## config.mk

```make
export PLATFORM = sky130hd
export DESIGN_NAME = io_csr_bank
export DESIGN_NICKNAME = d
export VERILOG_FILES = /design/src/rtl/io_csr_bank.sv
export SDC_FILE = /design/constraint.sdc
export NUM_CORES = 1
export LEC_CHECK = 0
export ABC_CLOCK_PERIOD_IN_PS = 1600
export BUFFER_PORTS_ARGS = -buffer_cell sky130_fd_sc_hd__buf_4
export CORE_MARGIN = 4
export CORE_UTILIZATION = 45
export CTS_BUF_LIST = sky130_fd_sc_hd__clkbuf_8
export DETAILED_ROUTE_END_ITERATION = 6
export GPL_TIMING_DRIVEN = 0
export HOLD_SLACK_MARGIN = 0.12
export PLACE_DENSITY = 0.74
export SETUP_SLACK_MARGIN = 0.1
export SLEW_MARGIN = 10
export SYNTH_ARGS = -nofsm -noshare
export SYNTH_HDL_FRONTEND = slang
export SYNTH_SLANG_ARGS = --single-unit
```

## constraint.sdc

```tcl
create_clock -name clk -period 1.6 [get_ports clk]
set_input_delay 0.24 -clock clk [delete_from_list [all_inputs] [get_ports clk]]
set_output_delay 0.24 -clock clk [all_outputs]
set_load 0.1 [all_outputs]
```

## src/rtl/io_csr_bank.sv

```systemverilog
// io_csr_bank: Avalon-MM slave register bank in front of the port-capture array.
// Holds array configuration, reads back capture bits, generates one-cycle
// clear pulses and keeps a sticky, software-clearable interrupt status bit.
// Optional feature macro: IO_EVENT_COUNT_EN adds one saturating 16-bit
// rising-edge counter per port at word addresses 0x10 + i.
module io_csr_bank #(
    parameter int NUM_PORTS  = 12,
    parameter int DATA_WIDTH = 32,
    parameter int ADDR_WIDTH = 5
) (
    input  logic                   clk,
    input  logic                   rst,
    input  logic [ADDR_WIDTH-1:0]  address,
    input  logic                   write,
    input  logic [DATA_WIDTH-1:0]  writedata,
    input  logic                   read,
    output logic [DATA_WIDTH-1:0]  readdata,
    output logic                   readdatavalid,
    input  logic [NUM_PORTS-1:0]   capture_in,
    input  logic                   irq_in,
    output logic                   enable,
    output logic [NUM_PORTS-1:0]   clr,
    output logic [NUM_PORTS-1:0]   en_noise_cancelling,
    output logic [NUM_PORTS-1:0]   interrupt_mask,
    output logic [2*NUM_PORTS-1:0] select_edge,
    output logic [2*NUM_PORTS-1:0] select_interrupt,
    output logic                   irq
);

    localparam logic [ADDR_WIDTH-1:0] A_CTRL   = ADDR_WIDTH'(32'd0);
    localparam logic [ADDR_WIDTH-1:0] A_DATA   = ADDR_WIDTH'(32'd1);
    localparam logic [ADDR_WIDTH-1:0] A_CLR    = ADDR_WIDTH'(32'd2);
    localparam logic [ADDR_WIDTH-1:0] A_NOISE  = ADDR_WIDTH'(32'd3);
    localparam logic [ADDR_WIDTH-1:0] A_IMASK  = ADDR_WIDTH'(32'd4);
    localparam logic [ADDR_WIDTH-1:0] A_EDGE   = ADDR_WIDTH'(32'd5);
    localparam logic [ADDR_WIDTH-1:0] A_ISEL   = ADDR_WIDTH'(32'd6);
    localparam logic [ADDR_WIDTH-1:0] A_STATUS = ADDR_WIDTH'(32'd7);

    logic                   en_r;
    logic                   irq_en_r;
    logic [NUM_PORTS-1:0]   clr_r;
    logic [NUM_PORTS-1:0]   noise_r;
    logic [NUM_PORTS-1:0]   imask_r;
    logic [2*NUM_PORTS-1:0] edge_r;
    logic [2*NUM_PORTS-1:0] isel_r;
    logic                   irq_in_d_r;
    logic                   irq_pend_r;
    logic                   irq_r;
    logic [DATA_WIDTH-1:0]  readdata_r;
    logic                   readdatavalid_r;
    logic [DATA_WIDTH-1:0]  rd_data_s;
    logic                   irq_rise_s;
    logic                   status_clr_s;
    logic                   unused_wdata_s;

    // Only the low writedata bits of each register are meaningful.
    assign unused_wdata_s = ^writedata;

    assign irq_rise_s   = irq_in & ~irq_in_d_r;
    assign status_clr_s = write & (address == A_STATUS) & writedata[0];

`ifdef IO_EVENT_COUNT_EN
    logic [NUM_PORTS-1:0] cap_d_r;
    logic [NUM_PORTS-1:0] cap_rise_s;
    logic [15:0]          cnt_r [NUM_PORTS];

    assign cap_rise_s = capture_in & ~cap_d_r;

    // Per-port rising-edge counters; a write clears, a coincident rise leaves 1.
    always_ff @(posedge clk) begin
        if (rst) begin
            cap_d_r <= '0;
            for (int i = 0; i < NUM_PORTS; i++) begin
                cnt_r[i] <= 16'h0000;
            end
        end else begin
            cap_d_r <= capture_in;
            for (int i = 0; i < NUM_PORTS; i++) begin
                if ((32'd16 + 32'(i)) >= (32'd1 << ADDR_WIDTH)) begin
                    cnt_r[i] <= 16'h0000;
                end else if (write && (address == ADDR_WIDTH'(32'd16 + 32'(i)))) begin
                    cnt_r[i] <= {15'h0000, cap_rise_s[i]};
                end else if (cap_rise_s[i] && (cnt_r[i] != 16'hFFFF)) begin
                    cnt_r[i] <= cnt_r[i] + 16'h0001;
                end
            end
        end
    end
`endif

    // Configuration registers and one-cycle clear pulses.
    always_ff @(posedge clk) begin
        if (rst) begin
            en_r     <= 1'b0;
            irq_en_r <= 1'b0;
            clr_r    <= '0;
            noise_r  <= '0;
            imask_r  <= '0;
            edge_r   <= '0;
            isel_r   <= '0;
        end else begin
            clr_r <= '0;
            if (write) begin
                case (address)
                    A_CTRL: begin
                        en_r     <= writedata[0];
                        irq_en_r <= writedata[1];
                    end
                    A_CLR:   clr_r   <= writedata[NUM_PORTS-1:0];
                    A_NOISE: noise_r <= writedata[NUM_PORTS-1:0];
                    A_IMASK: imask_r <= writedata[NUM_PORTS-1:0];
                    A_EDGE:  edge_r  <= writedata[2*NUM_PORTS-1:0];
                    A_ISEL:  isel_r  <= writedata[2*NUM_PORTS-1:0];
                    default: ;
                endcase
            end
        end
    end

    // Sticky interrupt status: rising edge of irq_in sets, W1C clears, set wins.
    always_ff @(posedge clk) begin
        if (rst) begin
            irq_in_d_r <= 1'b0;
            irq_pend_r <= 1'b0;
            irq_r      <= 1'b0;
        end else begin
            irq_in_d_r <= irq_in;
            irq_pend_r <= irq_rise_s | (irq_pend_r & ~status_clr_s);
            irq_r      <= irq_pend_r & irq_en_r;
        end
    end

    // Read mux over pre-write state; unmapped addresses read zero.
    always_comb begin
        rd_data_s = '0;
        case (address)
            A_CTRL:   rd_data_s[1:0]             = {irq_en_r, en_r};
            A_DATA:   rd_data_s[NUM_PORTS-1:0]   = capture_in;
            A_NOISE:  rd_data_s[NUM_PORTS-1:0]   = noise_r;
            A_IMASK:  rd_data_s[NUM_PORTS-1:0]   = imask_r;
            A_EDGE:   rd_data_s[2*NUM_PORTS-1:0] = edge_r;
            A_ISEL:   rd_data_s[2*NUM_PORTS-1:0] = isel_r;
            A_STATUS: rd_data_s[0]               = irq_pend_r;
            default: begin
                rd_data_s = '0;
`ifdef IO_EVENT_COUNT_EN
                for (int i = 0; i < NUM_PORTS; i++) begin
                    rd_data_s[15:0] = rd_data_s[15:0] |
                        ((((32'd16 + 32'(i)) < (32'd1 << ADDR_WIDTH)) &&
                          (address == ADDR_WIDTH'(32'd16 + 32'(i)))) ? cnt_r[i] : 16'h0000);
                end
`endif
            end
        endcase
    end

    // Fixed one-cycle read latency; readdata is zero whenever not valid.
    always_ff @(posedge clk) begin
        if (rst) begin
            readdata_r      <= '0;
            readdatavalid_r <= 1'b0;
        end else begin
            readdatavalid_r <= read;
            readdata_r      <= read ? rd_data_s : '0;
        end
    end

    assign readdata            = readdata_r;
    assign readdatavalid       = readdatavalid_r;
    assign enable              = en_r;
    assign clr                 = clr_r;
    assign en_noise_cancelling = noise_r;
    assign interrupt_mask      = imask_r;
    assign select_edge         = edge_r;
    assign select_interrupt    = isel_r;
    assign irq                 = irq_r;

endmodule

```

==> results.ini, run 1 <==
[grt]
grt_max_degree = 17
grt_pass1_wl_um = 24260
grt_overflow = 0
track_usage = 0.2455
grtUsageMet1 = 0.2957
busiest_layer = met2
grt_util_met3 = 0.07065
first_global_vias = 4722
grt_use_met2 = 0.4077
antenna_found_initial = 0

[cells_and_area]
stdcell_count = 858
nNetsFinal = 763
antenna-diode-count = 0
layout-drive-gt1-share = 0.3255
area_growth_pct = 41.37

[routing]
drc = 0
vias = 4601
wire_per_inst_um = 18.26
first_pass_iters = 5
vias_per_cell = 5.362
drtIter0Drc = 384
ant_nets = 0
drt_wl_total_um = 15670

[worst_setup_path]
crit_path_start = address[1]
critical_path.endpoint = readdata[2]
end_kind = flip-flop
critPathMaxFanout = 10
startpoint_type = input pin
arrival_ns = 1.74
r2r-start = irq_pend_r
reg2reg_to = readdata[0]
path_class = in -> reg
reg2regPathDepth = 3
r2r_slack_ns = 0.38
required_ns = 1.93

[yosys]
synth_area_leaders = dfxtp_1, mux2i_1, nand2b_1, nand3_1, a21oi_1
yosysMostFrequentCell = dfxtp_1
synth_mux_area_frac = 0.1553
synth_cells = 504
syn_area_um2 = 4866
synthSimpleGateAreaFrac = 0.2170
synth-compound-area-share = 0.1026
synth-xor-area-share = 0
ys_seq_elements = 114
synth_fa_ha_area_frac = 0
synth.distinct_cells = 39
synth_commonest_cells = dfxtp_1, nand2b_1, mux2i_1, nand3_1, a21oi_1
yosysTopAreaCellShare = 0.4690
syn-mean-instance-area_um2 = 9.655
ys_warn_count = 0
seq_area_frac_synth = 0.4690
synth.largest_area_cell = dfxtp_1
ys.flop_type = dfxtp_1
synth_edf_count = 0
ys_async_sr_fraction = 0
synth_top_family_by_area = simple AND/OR/NAND/NOR gates

[sta]
min_period_ns = 1.414
final-setup-viol-count = 0
fmax_mhz = 707.3
fin_tns_setup_ns = 0
rsz0062_at_grt = true
worstMarginPinSlew_ns = 0.9344
skew_ns = 0.007149
drv_slew = 0
finalHoldViolCount = 0
hold_slack_ns = 0.1801
fin_crit_sh = 0.8837
slew_headroom = 0.3764

[die]
die_w_um = 112.0
rows = 37
coreArea_um2 = 10420
die_h_um = 112.0
start_util = 0.4671
dieArea_um2 = 12540
io_pins = 173

[clock_tree]
cts.clk_slew.worst_paths_ns = 0.07
clock-root-buffer = clkbuf_8
cts_buffers = 17
clk_path_buf_depth = 2
clkSinkCount = 114
htree_levels = 4
cts_tree = yes
worstSkewPairLatency_ns = 0.43

[placement]
dp.cells = 801
numPortBuffers = 154
hpwlAfterDp_um = 11280
gp_congestion = 0.8606

[status]
status = complete, no violations

[pwr]
power_w = 0.006140
peakVddDrop_v = 0.0006022
leakagePower_nw = 2.970
p_per_area_nw_per_um2 = 892.6

[job]
drv_cap = 0

[hold_path]
min_path_type = in -> reg

-- critical path, stage by stage --
cell,delay (ns)
buf_4,0.12
buf_2,0.18
clkbuf_2,0.26
nand3_1,0.14
o2111ai_1,0.44
a21oi_1,0.36
-- layout make-up --
| type | instances | area, um2 |
|---|---|---|
| inverter | 3 | 11.26 |
| fill | 837 | 3537 |
| timing repair buffer | 179 | 1406 |
| sequential | 114 | 2301 |
| multi-input combinational | 343 | 2356 |
| buffer | 51 | 262.8 |
| tap | 136 | 170.2 |
| clock buffer | 18 | 247.7 |
| clock inverter | 14 | 123.9 |
-- how the worst min path moves through the flow --
| stage | from | end | slack (ns) | depth (start not counted) |
|---|---|---|---|---|
| 3_3_place_gp | irq_en_r | irq | 0.45 | 2 |
| 2_1_floorplan | writedata[0] | clr[0] | 0.36 | 1 |
| 3_5_place_dp | irq_en_r | irq | 0.45 | 2 |
| 5_1_grt | rst | clr[10] | 0.18 | 3 |
| 6_report | rst | clr[10] | 0.18 | 3 |
| 4_1_cts | address[2] | en_noise_cancelling[0] | 0.17 | 4 |
-- power by group --
group / internal [W] / switching [W]
clock network: 0.00139 / 0.00115
logic: 0.000257 / 0.000474
registers: 0.00286 / 0.0000157
-- per-layer routing --
| metal | part of all wire | up-vias | wire (um) |
|---|---|---|---|
| li1 | - | 2154 | - |
| met1 | 0.40 | 2174 | 6338 |
| met2 | 0.49 | 226 | 7601 |
| met3 | 0.081 | 47 | 1272 |
| met4 | 0.029 | 0 | 455 |
| met5 | 0 | - | 0 |
-- through the flow --
stage                     instance area, um2    util  setup slack, ns
after floorplan                         4922       -           0.1042
after global placement                  6248  0.5999          -0.3139
after detailed placement                6248  0.5999          -0.3398
after CTS                               6870  0.6596           0.1003
after global routing                    6879  0.6604          0.08825
final                                   6879  0.6604           0.1861
-- flip-flops by register name, indices dropped and copies added, names as in the netlist --
| name | cells |
|---|---|
| readdata | 24 |
| select_edge | 24 |
| select_interrupt | 24 |
| clr | 12 |
| en_noise_cancelling | 12 |
| interrupt_mask | 12 |
| enable | 1 |
| irq | 1 |
| irq_en_r | 1 |
| irq_in_d_r | 1 |
| irq_pend_r | 1 |
| readdatavalid | 1 |
-- layout by cell type (no fill, tap or decap), drive strengths merged, types with 10 or more instances in the layout --
master	Yosys	layout
buf	26	179
and2	13	13
o22a	10	10
nand2b	77	77
clkbuf	25	44
mux2i	71	71
a21oi	47	47
dfxtp	114	114
o21ai	25	25
dlygate4sd3	0	25
nand3	61	61
-- repair_timing --
item | CTS | global route
resized for setup | 0 | 4
endpoints found under the setup margin | 0 | 29
setup buffers | 0 | 0
endpoints found under the hold margin | 61 | 0
hold buffers | 25 | 0
-- cell families (layout without fill, tap and decap cells) --
| logic type | Yosys count | after routing |
|---|---|---|
| AOI/OAI and AO/OA | 88 | 88 |
| other | 1 | 8 |
| and+or+nand+nor | 173 | 173 |
| muxes | 74 | 74 |
| DFF | 114 | 114 |
| buffers and inverters | 54 | 265 |
(Power assumes the default switching activity.)
==> run 2, diff against run 1 <==
--- a/config.mk
+++ b/config.mk
@@ -7,6 +7,7 @@
 export LEC_CHECK = 0
 export ABC_CLOCK_PERIOD_IN_PS = 1600
 export BUFFER_PORTS_ARGS = -buffer_cell sky130_fd_sc_hd__buf_4
+export CORE_ASPECT_RATIO = 1.2
 export CORE_MARGIN = 4
 export CORE_UTILIZATION = 45
 export CTS_BUF_LIST = sky130_fd_sc_hd__clkbuf_8
@@ -14,6 +15,7 @@
 export GPL_TIMING_DRIVEN = 0
 export HOLD_SLACK_MARGIN = 0.12
 export PLACE_DENSITY = 0.74
+export RECOVER_POWER = 50
 export SETUP_SLACK_MARGIN = 0.1
 export SLEW_MARGIN = 10
 export SYNTH_ARGS = -nofsm -noshare
==> run 2 against run 1 <==
  * Final cell count decreased by 0.82%
  * Final area decreased by 1.7%
  * Clock power up 7%
  * Die area is essentially flat
  * Maximum frequency down 4.4%
  * Sequential share of layout area increased by 0.59 points
  * Power increased by 3.0%
  * First-iteration DRC count decreased by 23%
  * Clock-buffer cell count stayed put
  * Critical path depth shrank 5
  * Sequential power is essentially flat
  * Combinational power fell by 1%
  * Critical endpoint is now en_noise_cancelling[3]
==> results.ini, run 2 (synthesis results as in run 1) <==
[status]
status = complete, no violations

[clock_tree]
clk_path_buf_depth = 2  ; unchanged
worstSkewPairLatency_ns = 0.45  ; +0.02 ns
cts.clk_slew.worst_paths_ns = 0.07  ; about the same
post_cts_buffers = 0  ; unchanged
cts_tree = yes
cts_buffers = 17  ; unchanged
clock-root-buffer = clkbuf_8
htree_levels = 4  ; unchanged
clkSinkCount = 114  ; unchanged

[routing]
vias_per_cell = 5.412  ; +0.93%
drtIter0Drc = 297  ; -23%
drt_wl_total_um = 15530  ; -0.87%
drc = 0  ; unchanged
vias = 4606  ; +0.11%
wire_per_inst_um = 18.25  ; about the same
first_pass_iters = 5  ; unchanged
ant_nets = 0  ; unchanged

[worst_setup_path]
end_kind = output pin
required_ns = 1.36  ; -0.57 ns
r2r_slack_ns = 0.39  ; about the same
cp.depth = 1  ; -5
cpPeakStageDelay_ns = 0.46  ; +0.02 ns
path_buf_inv = 1  ; -2
arrival_ns = 1.24  ; -0.50 ns
slowest_stage = clkbuf_2
path_class = reg -> out
critPathTopFamily = buffers and inverters
crit_chain = clkbuf_2
critPathMaxFanout = 3  ; -7
startpoint_type = flip-flop
reg2regPathDepth = 3  ; unchanged

[grt]
grt_overflow = 0  ; unchanged
grt_max_degree = 17  ; unchanged
antenna_found_initial = 0  ; unchanged
grt_pass1_wl_um = 23600  ; -2.7%
track_usage = 0.2474  ; +0.001892
first_global_vias = 4610  ; -2.4%

[hold_path]
min_path_cells = 4  ; +1
min_path_type = in -> reg

[cells_and_area]
antenna-diode-count = 0  ; unchanged
layout-drive-gt1-share = 0.3255  ; unchanged
final_common_cell = buf_4
stdcell_count = 851  ; -0.82%
final_cell_mix = buf_4, dfxtp_1, nand2b_1
postLayoutCellArea_um2 = 6759  ; -1.7%
nNetsFinal = 763  ; unchanged
area_growth_pct = 38.90
n_fill_cell = 942  ; +13%

[sta]
hold_slack_ns = 0.1784  ; -0.001652 ns
min_period_ns = 1.479  ; +0.06473 ns
slew_headroom = 0.3853  ; +0.008858
skew_ns = 0.008592  ; +0.001443 ns
final-setup-viol-count = 0  ; unchanged
worstMarginPinSlew_ns = 0.9212  ; -0.01327 ns
finalHoldViolCount = 0  ; unchanged
fin_crit_sh = 0.9242  ; +0.04046
fmax_mhz = 676.3  ; -4.4%
rsz0062_at_grt = false
drv_slew = 0  ; unchanged

[job]
drv_cap = 0  ; unchanged

[die]
dieArea_um2 = 12550  ; about the same
die_h_um = 121.9  ; +8.9%
start_util = 0.4605  ; -0.006692
coreArea_um2 = 10570  ; +1.5%
die_w_um = 102.9  ; -8.1%
rows = 41  ; +11%
io_pins = 173  ; unchanged

[placement]
dp.cells = 794  ; -0.87%
numPortBuffers = 154  ; unchanged
postPlaceCellArea_um2 = 6240  ; -0.14%
gp_congestion = 0.9001  ; +4.6%
hpwlAfterDp_um = 11410  ; +1.1%

[pwr]
power_w = 0.006324  ; +3.0%
p_per_area_nw_per_um2 = 935.6  ; +4.8%
power.internal_w = 0.004549  ; +1.1%
switchingPower_w = 0.001775  ; +8.2%
leakagePower_nw = 2.928  ; -1.4%
combPwrFrac = 0.114  ; -0.005
pwr-share-clk = 0.432  ; +0.019
pwr-share-seq = 0.454  ; -0.014
swShare = 0.2807  ; +0.01362
peakVddDrop_v = 0.0007195  ; +19%

run 2: power groups by stage:
| stage | registers (W) | logic, W | clock network (W) |
|---|---|---|---|
| 2_1_floorplan | 0.00305 | 0.000332 | 0 |
| 3_3_place_gp | 0.00294 | 0.000661 | 0 |
| 3_5_place_dp | 0.00294 | 0.000672 | 0 |
| 4_1_cts | 0.00287 | 0.000723 | 0.00275 |
| 5_1_grt | 0.00287 | 0.000764 | 0.00288 |
| 6_report | 0.00287 | 0.000723 | 0.00273 |
run 2: final cells by class:
cell class	count	area, um2	share of cell area
Clock inverter	14	156.4	0.02314
Multi-Input combinational cell	343	2350	0.3476
Sequential cell	114	2301	0.3404
Buffer	51	261.5	0.03869
Clock buffer	18	247.7	0.03665
Inverter	3	11.26	0.001666
Timing Repair Buffer	179	1270	0.1879
Tap cell	129	161.4	0.02388
run 2: timing repair:
action	4_1_cts	5_1_grt
endpoints found under the setup margin	0	33
hold endpoints to repair	62	0
hold buffers	25	0
resized for setup	0	3
run 2: per-layer routing:
metal,routed length [um],track usage
met3,1251,0.07045
met2,7793,0.4077
met5,0,0
met1,6035,0.2951
met4,450,0.1134
run 2: metrics by stage:
step	setup TNS, ns	setup slack, ns	utilization
2_1_floorplan	0	0.1042	-
3_3_place_gp	-14.75	-0.3094	0.5905
3_5_place_dp	-19.05	-0.3565	0.5905
4_1_cts	0	0.1016	0.6524
5_1_grt	0	0.07795	0.6396
6_report	0	0.1213	0.6396
run 2: final timing paths:
path / startpoint / to
worst max register to register: irq_pend_r / readdata[0]
worst min-delay path: address[2] / en_noise_cancelling[0]
worst min register to register: irq_en_r / irq
worst max-delay path: en_noise_cancelling[3] / en_noise_cancelling[3]
